**src/rtl/uart_rx.sv**
```systemverilog
// uart_rx: 8N1 serial receiver with 16x oversampling, start-glitch filtering,
// stop-bit error pulse and a valid/ready holding register that never
// overwrites unread data (a dropped good frame sets a sticky overrun flag).
// DATA_BITS must be at least 2; BAUD_DIV must be at least 2.
module uart_rx #(
   parameter int BAUD_DIV  = 163,
   parameter int DATA_BITS = 8
) (
   input  logic                 clk,
   input  logic                 reset,
   input  logic                 rx,
   output logic [DATA_BITS-1:0] rx_data,
   output logic                 rx_valid,
   input  logic                 rx_ready,
   output logic                 frame_err,
   output logic                 overrun
);

   localparam int CW = (BAUD_DIV > 1) ? $clog2(BAUD_DIV) : 1;
   localparam int NW = $clog2(DATA_BITS + 1);

   typedef enum logic [1:0] {
      IDLE,
      START,
      DATA,
      STOP
   } state_t;

   logic                 rx_meta;
   logic                 rxs;
   logic [CW-1:0]        baud_cnt;
   logic                 tick;

   state_t               state_q, state_d;
   logic [3:0]           s_q, s_d;
   logic [NW-1:0]        n_q, n_d;
   logic [DATA_BITS-1:0] sh_q, sh_d;
   logic                 done;
   logic                 ferr;

   // Two-flop synchronizer; idles high so reset never looks like a start bit.
   always_ff @(posedge clk) begin
      // NOTE: registers use non-blocking assignments so every flop samples the
      // pre-edge value of its neighbour; blocking here would collapse the chain.
      if (reset) begin
         rx_meta <= 1'b1;
         rxs     <= 1'b1;
      end else begin
         rx_meta <= rx;
         rxs     <= rx_meta;
      end
   end

   // Free-running oversample tick generator, one tick every BAUD_DIV clocks.
   assign tick = (baud_cnt == CW'(BAUD_DIV - 1));

   always_ff @(posedge clk) begin
      if (reset || tick) begin
         baud_cnt <= '0;
      end else begin
         baud_cnt <= baud_cnt + CW'(1);
      end
   end

   // FSM and datapath registers.
   always_ff @(posedge clk) begin
      if (reset) begin
         state_q <= IDLE;
         s_q     <= '0;
         n_q     <= '0;
         sh_q    <= '0;
      end else begin
         state_q <= state_d;
         s_q     <= s_d;
         n_q     <= n_d;
         sh_q    <= sh_d;
      end
   end

   // Next-state logic: mid-start check, mid-bit sampling, mid-stop check.
   always_comb begin
      // NOTE: every output of this block gets a default first, so no path
      // through the case can leave a signal unassigned and infer a latch.
      state_d = state_q;
      s_d     = s_q;
      n_d     = n_q;
      sh_d    = sh_q;
      done    = 1'b0;
      ferr    = 1'b0;
      unique case (state_q)
         IDLE: begin
            if (!rxs) begin
               state_d = START;
               s_d     = '0;
            end
         end
         START: begin
            if (tick) begin
               if (s_q == 4'd7) begin
                  if (!rxs) begin
                     state_d = DATA;
                     s_d     = '0;
                     n_d     = '0;
                  end else begin
                     // Line went back high before mid-start: treat as noise.
                     state_d = IDLE;
                  end
               end else begin
                  s_d = s_q + 4'd1;
               end
            end
         end
         DATA: begin
            if (tick) begin
               if (s_q == 4'd15) begin
                  sh_d = {rxs, sh_q[DATA_BITS-1:1]};
                  s_d  = '0;
                  n_d  = n_q + NW'(1);
                  if (n_q == NW'(DATA_BITS - 1)) begin
                     state_d = STOP;
                  end
               end else begin
                  s_d = s_q + 4'd1;
               end
            end
         end
         STOP: begin
            if (tick) begin
               if (s_q == 4'd15) begin
                  // Returning at mid-stop lets a back-to-back start be caught.
                  state_d = IDLE;
                  if (rxs) begin
                     done = 1'b1;
                  end else begin
                     ferr = 1'b1;
                  end
               end else begin
                  s_d = s_q + 4'd1;
               end
            end
         end
         default: state_d = IDLE;
      endcase
   end

   // Holding register, valid/ready handshake, error and overrun flags.
   always_ff @(posedge clk) begin
      if (reset) begin
         rx_data   <= '0;
         rx_valid  <= 1'b0;
         frame_err <= 1'b0;
         overrun   <= 1'b0;
      end else begin
         frame_err <= ferr;
         if (done) begin
            if (!rx_valid || rx_ready) begin
               // Either empty, or the old byte leaves this same cycle.
               rx_data  <= sh_q;
               rx_valid <= 1'b1;
            end else begin
               overrun <= 1'b1;
            end
         end else if (rx_valid && rx_ready) begin
            rx_valid <= 1'b0;
         end
      end
   end

endmodule

```
**config.mk**
```make
export PLATFORM = sky130hd
export DESIGN_NAME = uart_rx
export DESIGN_NICKNAME = d
export VERILOG_FILES = /design/src/rtl/uart_rx.sv
export SDC_FILE = /design/constraint.sdc
export NUM_CORES = 1
export LEC_CHECK = 0
export ABC_AREA = 1
export CORE_MARGIN = 3
export CORE_UTILIZATION = 50
export CTS_BUF_LIST = sky130_fd_sc_hd__clkbuf_4 sky130_fd_sc_hd__clkbuf_8
export DETAILED_ROUTE_END_ITERATION = 12
export PLACE_DENSITY = 0.71
export SLEW_MARGIN = 20
export SYNTH_ARGS = -nofsm -noshare
export SYNTH_HDL_FRONTEND = slang
export SYNTH_SLANG_ARGS = --single-unit
```
**constraint.sdc**
```tcl
create_clock -name clk -period 3.37 [get_ports clk]
set_input_delay 0.674 -clock clk [delete_from_list [all_inputs] [get_ports clk]]
set_output_delay 0.674 -clock clk [all_outputs]
set_load 0.03 [all_outputs]
```
==> summary.txt <==
Status
  • Run status: completed

Synth
  • Cells after synthesis: approximately 240
  • Ys Warns: 0
  • Syn Nets: approximately 250
  • Synthesized area: 1740 µm²
  • Synth cell types: 28
  • Synthesis-stage register bit count: 39
  • Sequential cell area fraction in the yosys report: 0.449
  • Avg Inst Size Synth: approximately 7.3 µm²

Setup path
  • WP data arrival: 1400 ps
  • Worst path required time: ~2700 ps
  • Slowest stage delay, CP: 700 ps
  • Crit start category: flop
  • CP Depth: 1
  • Worst setup EP type: output port
  • CP max stage cell: clkdlybuf4s50_1
  • Crit path cell chain: clkdlybuf4s50_1
  • Bufs and invs on worst path: 1
  • Cell family with most CP delay: buffers and inverters
  • Cells on worst reg2reg path: 8
  • Crit path max fanout: 2
  • Setup Crit Path Kind: flop to output port

Drt
  • DRC viols: 0
  • Drt wl/cell: about 11 µm
  • Vias per inst: 4.80
  • DRT antenna net count: 0
  • DR iter-0 viols: 89
  • Vias: roughly 1400
  • Routed wire length: approximately 3200 µm
  • Drt pass-1 iters: 4

Global routing
  • GRT Total Usage: 0.180
  • Initial antenna violation count: 0
  • First-pass GRT wire length: between 5000 and 6000 µm
  • Vias in the first global route: roughly 1400
  • Total gr overflow: 0
  • Largest net degree at the start of global routing: 21

Placement
  • Setup WS pre-CTS: 1030 ps
  • I/O Buffers: 14
  • Hpwl dp: about 2300 µm
  • Routability cong.: between 0.7 and 0.8
  • Placed inst area: ~1900 µm²

Floorplanning
  • Top Ports: 15
  • Die X: around 65 µm
  • Initial cell density of the core: 0.547
  • Core ar.: between 3000 and 4000 µm²
  • Die Ht: between 60 and 70 µm
  • Die area: roughly 4200 µm²
  • Std cell rows: 20

Run
  • Max_cap viols: 0

Power
  • Lkg Pwr: about 0.87 nW
  • Cell area power density: between 400 and 500 nW/µm²
  • Peak VDD IR: about 260 µV

Clock tree
  • Clock root buffer: clkbuf_4
  • Num CTS Buffers: 5
  • Post-CTS Setup Inserts: 0
  • CTS tree: done
  • CTS Hold Bufs: 0
  • H-tree depth: 2
  • CTS resizes: 0
  • Clock Path Buffers: 2
  • Num Clock Sinks: 39
  • Clock latency on the worst-skew pair: around 350 ps
  • Clock transition at path regs: 110 ps

Timing
  • Min Hold Slack: between 400 and 500 ps
  • Unrepaired setup endpoints after global routing: no
  • Worst clock skew: ~12 ps
  • Fin crit share: 0.615
  • Setup WS post-layout: approximately 1300 ps
  • Tightest Pin Transition: 538 ps
  • Max transition margin: 0.638
  • Max-slew violations: 0
  • Setup total negative slack: 0 ps
  • Period minus WS final: between 2000 and 2500 ps
  • Max frequency: between 400 and 500 MHz
  • Final setup vio count: 0
  • Endpoints failing hold: 0

Worst hold path
  • Hold Path Depth: 1
  • Min-Delay Path Class: flop to flop

Final layout
  • # fillers: ~330
  • Nets: around 260
  • Syn-to-layout area delta: 13.6%
  • Most frequent cells in the layout: 47 x nand2_1, 47 x nor2_1, 39 x dfxtp_1, 31 x inv_1, 15 x a21oi_1
  • Share of cells above drive strength 1: 0.0739
  • Final Util: 0.621
  • Design area: between 1500 and 2000 µm²
  • N_diodes: 0
==> metal layers <==
layer / wire (µm) / vias to the layer above / global-route usage
li1: - / 792 / -
met1: 1630 / 626 / 0.220
met2: 1370 / 16 / 0.289
met3: 88 / 10 / 0.0433
met4: 96 / 0 / 0.103
met5: 0 / - / 0
==> where the power goes <==
group | switching, mW | internal, mW | total [mW]
Sequential | 0.0121 | 0.472 | 0.484
Clock | 0.142 | 0.0974 | 0.240
Combinational | 0.0563 | 0.0276 | 0.0839
==> layout make-up <==
| class | count | area (µm²) | share of cell area |
|---|---|---|---|
| clock buffer | 7 | 52.6 | 0.0266 |
| tap | 44 | 55.1 | 0.0279 |
| inverter | 32 | 121 | 0.0615 |
| timing repair buffer | 15 | 148 | 0.0748 |
| sequential | 39 | 781 | 0.395 |
| multi-input combinational | 163 | 812 | 0.411 |
| clock inverter | 1 | 5.00 | 0.00253 |
==> metrics by stage <==
stage	total power, mW	instances
after CTS	0.820	301
after global routing	0.855	301
after detailed placement	0.578	293
after floorplan	0.555	238
final	0.808	301
after global placement	0.576	293
==> cells in the mapped netlist <==
cell type   n  area share
nor2_2      2      0.0072
nor4_1      2      0.0072
nand2_1    47        0.10
nand3_1     9       0.026
o2111ai_4   1       0.015
nor2_1     47        0.10
o21ai_0    13       0.037
nand3_2     1      0.0058
nand2_2     1      0.0036
ha_1        4       0.029
a31oi_1     2      0.0072
dfxtp_1    39        0.45
a211oi_1    1      0.0043
nand4_1     2      0.0072
nor3b_1     4       0.017
a21oi_2     1      0.0050
nor3_2      1      0.0058
clkbuf_1    2      0.0043
inv_1      31       0.067
nor3_1      1      0.0029
a21boi_0    1      0.0043
buf_2       1      0.0029
buf_6       1      0.0065
or2_2       2      0.0072
xor2_1      4       0.020
clkinv_2    1      0.0029
o21a_1      2      0.0086
a21oi_1    15       0.043
==> final timing paths <==
kind	from	end	slack (ps)
max	overrun$_SDFFE_PP0P_	overrun	1300
max reg2reg	s_q[0]$_SDFFE_PP0P_	n_q[3]$_SDFFE_PP0P_	1690
min	rx_meta$_SDFF_PP1_	rxs$_SDFF_PP1_	420
min reg2reg	rx_meta$_SDFF_PP1_	rxs$_SDFF_PP1_	420
==> kinds of logic (layout without fill, tap and decap cells) <==
logic type	after synthesis	in the layout	synth area share
flip-flops	39	39	0.449
buffers and inverters	36	55	0.0835
adder cells (fa/ha/maj)	4	4	0.0288
AO/OA/AOI/OAI	36	36	0.125
XOR/XNOR	4	4	0.0202
AND/OR/NAND/NOR	119	119	0.293
==> sequential cells by signal (all words and copies together) (netlist names), named ones only <==
signal / flops
baud_cnt: 8
frame_err: 1
n_q: 4
overrun: 1
rx_data: 8
rx_meta: 1
rx_valid: 1
rxs: 1
s_q: 4
sh_q: 8
state_q: 1
(Power assumes the default switching activity.)
